--- src/rtl/auc_host_seq.sv ---
// Host command sequencer in front of the arithmetic-unit controller: one command in, one AUC
// operation with timeout, one response out. Define AUC_HOST_SEQ_CYCCNT_EN to add the rsp_cyc latency output.
module auc_host_seq #(
  parameter int unsigned     WIDTH = 256,
  parameter int unsigned     TWID  = 20,
  parameter logic [TWID-1:0] TOUT  = 20'hFFFFF
) (
  input  logic             clk,
  input  logic             rst,
  input  logic             cmd_vld,
  output logic             cmd_rdy,
  input  logic [3:0]       cmd_mode,
  input  logic [WIDTH-1:0] cmd_dat,
  output logic             rsp_vld,
  input  logic             rsp_rdy,
  output logic [WIDTH-1:0] rsp_dat,
  output logic [1:0]       rsp_code,
`ifdef AUC_HOST_SEQ_CYCCNT_EN
  output logic [TWID-1:0]  rsp_cyc,
`endif
  output logic [WIDTH-1:0] auc_dat,
  output logic             auc_start,
  output logic [3:0]       auc_mode,
  input  logic [WIDTH-1:0] auc_rslt,
  input  logic [1:0]       auc_status
);

  typedef enum logic [2:0] {
    S_IDLE  = 3'd0,
    S_ISSUE = 3'd1,
    S_HOLD  = 3'd2,
    S_WAIT  = 3'd3,
    S_RESP  = 3'd4
  } state_e;

  localparam logic [1:0] ST_DONE  = 2'b10;
  localparam logic [1:0] ST_ERROR = 2'b11;
  localparam logic [1:0] RC_OK    = 2'b00;
  localparam logic [1:0] RC_ERR   = 2'b01;
  localparam logic [1:0] RC_TOUT  = 2'b10;
  localparam logic [TWID-1:0] TLAST = TOUT - TWID'(1);

  state_e           state_q, state_d;
  logic [TWID-1:0]  timer_q, timer_d;
  logic             cmd_rdy_q, cmd_rdy_d;
  logic             auc_start_q, auc_start_d;
  logic [3:0]       auc_mode_q, auc_mode_d;
  logic [WIDTH-1:0] auc_dat_q, auc_dat_d;
  logic             rsp_vld_q, rsp_vld_d;
  logic [WIDTH-1:0] rsp_dat_q, rsp_dat_d;
  logic [1:0]       rsp_code_q, rsp_code_d;
`ifdef AUC_HOST_SEQ_CYCCNT_EN
  logic [TWID-1:0]  rsp_cyc_q, rsp_cyc_d;
`endif

  always_comb begin
    state_d    = state_q;
    timer_d    = timer_q;
    auc_mode_d = auc_mode_q;
    auc_dat_d  = auc_dat_q;
    rsp_dat_d  = rsp_dat_q;
    rsp_code_d = rsp_code_q;
`ifdef AUC_HOST_SEQ_CYCCNT_EN
    rsp_cyc_d  = rsp_cyc_q;
`endif
    case (state_q)
      S_IDLE: begin
        if (cmd_vld && cmd_rdy_q) begin
          auc_mode_d = cmd_mode;
          auc_dat_d  = cmd_dat;
          state_d    = S_ISSUE;
        end
      end
      S_ISSUE: state_d = S_HOLD;
      S_HOLD: begin
        timer_d = '0;
        state_d = S_WAIT;
      end
      S_WAIT: begin
        timer_d = timer_q + TWID'(1);
`ifdef AUC_HOST_SEQ_CYCCNT_EN
        rsp_cyc_d = timer_q + TWID'(1);
`endif
        // A status pulse wins over a coincident expiry.
        if (auc_status == ST_DONE) begin
          rsp_dat_d  = auc_rslt;
          rsp_code_d = RC_OK;
          state_d    = S_RESP;
        end else if (auc_status == ST_ERROR) begin
          rsp_dat_d  = auc_rslt;
          rsp_code_d = RC_ERR;
          state_d    = S_RESP;
        end else if (timer_q == TLAST) begin
          rsp_dat_d  = '0;
          rsp_code_d = RC_TOUT;
          state_d    = S_RESP;
        end else begin
`ifdef AUC_HOST_SEQ_CYCCNT_EN
          rsp_cyc_d = rsp_cyc_q;
`endif
        end
      end
      S_RESP: begin
        if (rsp_vld_q && rsp_rdy) state_d = S_IDLE;
      end
      default: state_d = S_IDLE;
    endcase
    // Outputs are registered from the next state so they line up with the state they describe.
    cmd_rdy_d   = (state_d == S_IDLE);
    auc_start_d = (state_d == S_ISSUE);
    rsp_vld_d   = (state_d == S_RESP);
  end

  always_ff @(posedge clk or posedge rst) begin
    if (rst) begin
      state_q     <= S_IDLE;
      timer_q     <= '0;
      cmd_rdy_q   <= 1'b0;
      auc_start_q <= 1'b0;
      auc_mode_q  <= '0;
      auc_dat_q   <= '0;
      rsp_vld_q   <= 1'b0;
      rsp_dat_q   <= '0;
      rsp_code_q  <= '0;
`ifdef AUC_HOST_SEQ_CYCCNT_EN
      rsp_cyc_q   <= '0;
`endif
    end else begin
      state_q     <= state_d;
      timer_q     <= timer_d;
      cmd_rdy_q   <= cmd_rdy_d;
      auc_start_q <= auc_start_d;
      auc_mode_q  <= auc_mode_d;
      auc_dat_q   <= auc_dat_d;
      rsp_vld_q   <= rsp_vld_d;
      rsp_dat_q   <= rsp_dat_d;
      rsp_code_q  <= rsp_code_d;
`ifdef AUC_HOST_SEQ_CYCCNT_EN
      rsp_cyc_q   <= rsp_cyc_d;
`endif
    end
  end

  assign cmd_rdy   = cmd_rdy_q;
  assign auc_start = auc_start_q;
  assign auc_mode  = auc_mode_q;
  assign auc_dat   = auc_dat_q;
  assign rsp_vld   = rsp_vld_q;
  assign rsp_dat   = rsp_dat_q;
  assign rsp_code  = rsp_code_q;
`ifdef AUC_HOST_SEQ_CYCCNT_EN
  assign rsp_cyc   = rsp_cyc_q;
`endif

endmodule

--- config.mk ---
export PLATFORM = sky130hd
export DESIGN_NAME = auc_host_seq
export DESIGN_NICKNAME = d
export VERILOG_FILES = /design/src/rtl/auc_host_seq.sv
export SDC_FILE = /design/constraint.sdc
export NUM_CORES = 1
export LEC_CHECK = 0
export CAP_MARGIN = 5
export CORE_AREA = 4 4 409 411
export CTS_CLUSTER_SIZE = 10
export DETAILED_ROUTE_END_ITERATION = 6
export DIE_AREA = 0 0 413 415
export SLEW_MARGIN = 10
export SYNTH_ARGS = -nofsm -noshare
export SYNTH_HDL_FRONTEND = slang
export SYNTH_SLANG_ARGS = --single-unit
--- constraint.sdc ---
create_clock -name clk -period 40.3 [get_ports clk]
set_clock_uncertainty 0.05 [all_clocks]
set_input_delay 6.045 -clock clk [delete_from_list [all_inputs] [get_ports clk]]
set_output_delay 6.045 -clock clk [all_outputs]
set_load 0.1 [all_outputs]
# [Word-level counts from Yosys, hierarchy flattened]
# Cells that the tools add are included.
[totals] regBits=544 inputBits=522 out_inout_bits=521 word_cells=40
[op_classes] addsub=1 eq_ne=9 muxes=13 reduce_logical=8
[op_table] cell="$mux 256" count=3
[op_table] cell="$pmux 20 s2" count=1
[op_table] cell="$add 20x1->20 const B" count=1
[op_table] cell="$eq 20x20->1 const B" count=1
[op_table] cell="$mux 3" count=5
[op_table] cell="$pmux 3 s5" count=1
[op_table] cell="$eq 3x1->1 const B" count=2
[op_table] cell="$eq 3x2->1 const B" count=2
[op_table] cell="$eq 3x3->1 const B" count=2
[op_table] cell="$logic_not 3->1" count=2
[op_table] cell="$mux 2" count=3
[op_table] cell="$eq 2x2->1 const B" count=2
[op_table] cell="$reduce_and 2->1" count=2
[op_table] cell="$reduce_bool 3->1" count=1
[op_table] cell="$logic_and 1x1->1" count=2
[op_table] cell="$reduce_bool 2->1" count=1

# [Depth between registers and ports, before layout]
# Gate-level depths: netlist of run 1.
[logic_depth] depth_word=6 mapped_depth=8 depth_no_buf=6

# [Least setup slack after synthesis of run 1]
# OpenSTA, ideal clock, no wires.
[synth_timing] path_type="input port to flip-flop" startpoint="input port cmd_vld" endpoint="register auc_dat_q[10] (netlist: auc_dat[10])" setup_ps=125 t_arrival_ps=7261 t_required_ps=40125 slack_ps=32864 stages=5 path_buffers=3 cell_sequence="and4b_1 buf_2 clkbuf_1 buf_2 mux2_2"
[synth_between] elab_chain_cells=2
[synth_lines] element="start, declared" line="10" text="input logic cmd_vld,"
[synth_lines] element="$logic_and 1x1->1" line="68" text="if (cmd_vld && cmd_rdy_q) begin"
[synth_lines] element="$reduce_and 2->1 (no source line)"
[synth_lines] element="end signal, assigned" line="134" text="auc_dat_q <= auc_dat_d;"
[synth_lines] element="end, declared" line="48" text="logic [WIDTH-1:0] auc_dat_q, auc_dat_d;"
# Every way passes these cells.
# A chain may end at the register's enable or synchronous reset.

# [Worst setup path after layout of run 1]
[layout_timing] startpoint="input port cmd_vld" endpoint="register auc_dat_q[136] (netlist: auc_dat[136])"
# Same word-level chain as after synthesis.

==> reports/results.txt, run 1 <==
Status -> finished clean
CP most frequent cell -> buf_4
RSZ-0062 raised after global routing -> false
Layer with the highest usage -> met2
Share of post-route cells with drive strength above 1 -> 16.6%
CTS tree -> done
Gr usage total -> 14.8%
Clock Latency Late Sink -> 0.64 ns
Cts bufs inserted -> 71
Dpl cell area -> 0.0345 sq mm
Vias in the first global route -> 19,100
Met1 Usage GRT -> 15.5%
Clk buf depth -> 3
Count of state elements after synthesis -> 544
Relative slew slack -> 6.83%
Kind of critical path -> in2reg
Initial antenna violation count -> 153
Fin nets -> 3,347
Finished Layout Cells -> 5,080
Syn avg cell area -> 12.1 sq um
Gr ovfl total -> 0
Area of the die -> 0.171 sq mm
Drt drc -> 0
Final TNS setup -> 0 ns
Starting Density -> 13.4%
Synth area leader -> dfrtp_1
Largest net degree at the start of global routing -> 202
Vias/cell -> 3.78
Cells after DPL -> 4,938
Drt total wl -> 132 mm
CP required -> 40.75 ns
Final Max Slew Viols -> 0
Crit-path max cell delay -> 0.81 ns
Max_cap viols -> 0
Die height -> 415 um
Cell variety after synth -> 41
CP Max Fanout -> 73
CP Launch Type -> input pin
Post-synthesis cell count -> 1,811
HPWL after DPL -> 109 mm
Register area -> 0.0136 sq mm
I/O pins -> 1,043
Htree depth -> 3
Final instance area -> 0.0368 sq mm
Arrival @ worst endpoint -> 10.64 ns
Hold WC Path Type -> reg2reg
GR Layer Usage met2 -> 26.1%
Hold buffers post-CTS -> 0
Most common cell after layout, fill and taps aside -> clkdlybuf4s50_1
Gpl congestion -> 0.843
DR pass1 iterations -> 6
Top post-synthesis cells by area -> dfrtp_1 62%, mux2_2 13%, a22oi_1 8.8%
Post-route ant nets -> 0
Worst-path cell chain -> clkdlybuf4s50_1, and4b_4, buf_4, buf_4, buf_4, buf_4, mux2_2
# resized after CTS -> 0
Yosys Warn Count -> 0
DR WL/cell -> 26.0 um
Final Hold Fails -> 0
Core Footprint -> 0.164 sq mm
DRT iter0 DRCs -> 1,384
Synth-to-Final Area Change -> 67.7%
Top FF cell, synth -> dfrtp_1
# rows -> 149
Post-CTS Setup Inserts -> 0
Fillers -> 17,600
Ys async rst share -> 100%
Slew @ Worst Pin -> 1.40 ns
Commonest non-fill, non-tap cells in the layout -> 944 x clkdlybuf4s50_1, 544 x dfrtp_1, 267 x o21ai_0, 261 x inv_1, 260 x mux2_2
Final count of negative-setup-slack endpoints -> 0
Clock root cell -> clkbuf_16
Sink Count -> 544
Multi-input gate area -> 0.00685 sq mm
Die X -> 413 um
Tmin final -> 10.18 ns
Routing usage on met3 -> 7.49%
Synth Cell Area -> 0.0219 sq mm
Post-Syn Nets -> 2,335
Tcrit/Tclk final -> 25.3%
Seq/Total Area, Yosys -> 62.1%
Top-area cell type share of the netlist area -> 62.1%
IO buf count -> 1,042
Critical Path Slowest Stage Cell -> buf_4
Via count -> 19,200
Number of synthesized flops with an enable pin -> 0
CP Capture Type -> flip-flop
Clk slew on worst S/H paths -> 0.06 ns
Fmax -> 98.2 MHz
Wire length of the first global-routing pass -> 173 mm
worst paths after layout:
check,to,cells after the start,slack (ns),startpoint
worst max register to register,auc_dat[136],7,35.08,state_q[0]
worst min register to register,auc_dat[107],1,0.45,auc_dat[107]
max in group asynchronous,rsp_dat[47],6,30.54,rst
min in group asynchronous,auc_dat[74],2,5.90,rst
worst min-delay path,auc_dat[107],1,0.45,auc_dat[107]
worst max-delay path,auc_dat[136],7,30.12,cmd_vld
flip-flops by register name (all words and copies together) (netlist names):
| signal | cells |
|---|---|
| cmd_rdy | 1 |
| auc_dat | 256 |
| rsp_dat | 256 |
| auc_mode | 4 |
| rsp_vld | 1 |
| timer_q | 20 |
| state_q | 3 |
| rsp_code | 2 |
| auc_start | 1 |
cell families after synthesis:
family | count (synthesis) | synth area share, %
AOI/OAI and AO/OA | 552 | 15.7
DFF | 544 | 62.1
buffers and inverters | 381 | 6.77
muxes | 261 | 13.4
and+or+nand+nor | 68 | 1.75
xor gates and xnor gates | 3 | 0.120
adders and majority gates | 2 | 0.114
layout make-up:
class | instances | share of cell area [%]
Inverter | 262 | 2.70
Clock inverter | 14 | 0.531
Sequential cell | 544 | 37.0
Clock buffer | 97 | 5.32
Multi-Input combinational cell | 886 | 18.6
Antenna cell | 30 | 0.204
Timing Repair Buffer | 1058 | 28.2
Tap cell | 2189 | 7.45
per-stage QoR:
stage          util, %  worst slack, ns  hold slack, ns
3_5_place_dp      21.0            29.51           0.444
4_1_cts           22.4            30.25           0.456
3_3_place_gp      21.0            29.60           0.438
2_1_floorplan        -            19.00           0.428
6_report          22.4            30.12           0.453
5_1_grt           22.4            29.93           0.466
critical path, delay by kind of cell:
kind	cells	cell delay (ns)
mux	1	0.42
buf+inv	5	3.36
simple gates	1	0.55
synthesized netlist by cell type, types with 2 or more instances:
library cell	count
or4_1	7
nand3_1	8
nor2_1	7
and4b_1	2
a21oi_1	11
and3_1	2
nor3_1	2
ha_1	2
clkbuf_1	60
buf_2	43
o31ai_1	8
xnor2_1	2
nand4_1	5
o211ai_1	2
buf_1	15
o21ai_0	267
dfrtp_1	544
a22oi_1	257
or3_1	4
nor4_1	3
nand2b_1	2
nand2_1	19
mux2_2	260
inv_1	262
layer usage:
layer / vias to the layer above / routed length, um / part of all wire (%)
li1: 8437 / - / -
met1: 9553 / 47400 / 36
met2: 837 / 66200 / 50
met3: 307 / 14100 / 11
met4: 90 / 3600 / 2.7
met5: - / 585 / 0.44
Power of run 1 is left out: the tool's default activity adds up to more than one toggle a clock period on the data nets, which glitch-free logic cannot reach.
==> run 2: changes to the inputs <==
- CORE_AREA: 4 4 409 411 -> 4 4 408 410
- DIE_AREA: 0 0 413 415 -> 0 0 412 414
- clock period: 40.3 -> 9.2 ns (I/O delays scaled with it)
==> run 2 against run 1 <==
  * Cell area increased by 0.68%
  * First-iteration DRC count decreased by 13%
  * Setup slack got worse by 25 ns
  * Non-clock buffer count increased by 1
  * Via count increased by 1.1%
  * Die area decreased by 0.48%
==> reports/results.txt, run 2 (same netlist as run 1, synthesis figures left out) <==
Status -> finished clean
Gpl congestion -> 0.835
Tmin final -> 3.95 ns
Multi-input gate area -> 0.00686 sq mm
Final count of negative-setup-slack endpoints -> 0
HPWL after DPL -> 113 mm
Clock root cell -> clkbuf_16
Max_cap viols -> 0
Final Hold Fails -> 0
DRT iter0 DRCs -> 1,208
Hold Crit Depth -> 1
Layer with the highest usage -> met2
Reg2Reg Depth -> 6
Share of post-route cells with drive strength above 1 -> 18.3%
Clk buf depth -> 3
Htree depth -> 3
Critical R2R Launch -> timer_q[4]
Hold endpoint -> auc_dat[225]
Hold WC Path Type -> reg2reg
Fin nets -> 3,352
Core Footprint -> 0.162 sq mm
Drt total wl -> 139 mm
Via count -> 19,400
Worst-path cell chain -> clkdlybuf4s50_1
Gr usage total -> 15.7%
Kind of critical path -> reg2out
Commonest non-fill, non-tap cells in the layout -> 914 x clkdlybuf4s50_1, 544 x dfrtp_1, 267 x o21ai_0, 261 x inv_1, 260 x mux2_2
Initial antenna violation count -> 179
IO buf count -> 1,042
Final Util -> 22.8%
Largest net degree at the start of global routing -> 201
# resized after CTS -> 0
CTS tree -> done
Hold buffers post-CTS -> 0
Vias/cell -> 3.82
Die height -> 414 um
Tcrit/Tclk final -> 42.9%
CP Capture Type -> primary output
R2r setup slk -> 5.56 ns
# rows -> 148
Final TNS setup -> 0 ns
Met1 Usage GRT -> 16.3%
Drt drc -> 0
Worst hold slack -> 0.452 ns
Fmax -> 253 MHz
Arrival @ worst endpoint -> 2.52 ns
Relative slew slack -> 20.0%
I/O pins -> 1,043
Area of the die -> 0.171 sq mm
Wire length of the first global-routing pass -> 182 mm
DR WL/cell -> 27.3 um
CP required -> 7.77 ns
Most common cell after layout, fill and taps aside -> clkdlybuf4s50_1
Crit-path max cell delay -> 1.25 ns
Starting Density -> 13.5%
Reg2reg end -> rsp_dat[118]
Register area -> 0.0136 sq mm
CP delay by family, top -> buffers and inverters
Routing usage on met3 -> 8.01%
Vias in the first global route -> 19,300
Fillers -> 17,400
Critical Path Slowest Stage Cell -> clkdlybuf4s50_1
Die X -> 412 um
CP Launch Type -> flip-flop
Worst path buffer plus inverter count -> 1
HP Start -> auc_dat[225]
Post-route ant nets -> 0
Gr ovfl total -> 0
GR Layer Usage met2 -> 27.6%
CP Max Fanout -> 3
Synth-to-Final Area Change -> 68.9%
RSZ-0062 raised after global routing -> false
Final Max Slew Viols -> 0
Post-CTS Setup Inserts -> 0
Sink Count -> 544
Clock Latency Late Sink -> 0.67 ns
Cts bufs inserted -> 75
Clk slew on worst S/H paths -> 0.05 ns
Slew @ Worst Pin -> 1.20 ns
DR pass1 iterations -> 7
run 2: cell types whose count changed in the layout (fill, tap and decap cells not counted), sizes merged, moves of 3 or more:
cell | previous run | this run
buf | 114 | 145
bufinv | 2 | 5
clkdlybuf4s50 | 944 | 914
clkinv | 5 | 12
clkinvlp | 0 | 4
diode | 30 | 42
inv | 269 | 264
run 2: layer usage:
metal / part of all wire [%] / wire length [um]
met5: 0.38 / 524
met2: 50 / 69000
met3: 11 / 15000
met1: 36 / 49500
met4: 3.4 / 4720
run 2: through the flow:
stage	instances	area (sq um)	setup slack [ns]
4_1_cts	5048	36900	5.04
3_3_place_gp	4926	34500	5.18
5_1_grt	5050	36900	5.11
2_1_floorplan	1811	21900	0.370
3_5_place_dp	4926	34500	5.08
6_report	5090	37000	5.25
run 2: final cells by class:
type                            count  share of cell area, %
Antenna cell                       42                  0.284
Sequential cell                   544                   36.8
Multi-Input combinational cell    886                   18.5
Timing Repair Buffer             1059                   27.9
Clock inverter                     23                  0.801
Clock buffer                       99                   5.75
Tap cell                         2175                   7.35
Inverter                          262                   2.67
run 2: worst max path at each step:
| stage | startpoint | endpoint | slack (ns) | cells past startpoint |
|---|---|---|---|---|
| 3_3_place_gp | auc_status[1] | rsp_dat[131] | 5.18 | 6 |
| 4_1_cts | rsp_dat[171] | rsp_dat[171] | 5.04 | 1 |
| 3_5_place_dp | auc_status[1] | rsp_dat[108] | 5.08 | 6 |
| 6_report | rsp_dat[171] | rsp_dat[171] | 5.25 | 1 |
| 2_1_floorplan | rst | auc_dat[0] | 0.37 | 1 |
| 5_1_grt | rsp_dat[171] | rsp_dat[171] | 5.11 | 1 |
Power of run 2 is left out for the same reason.
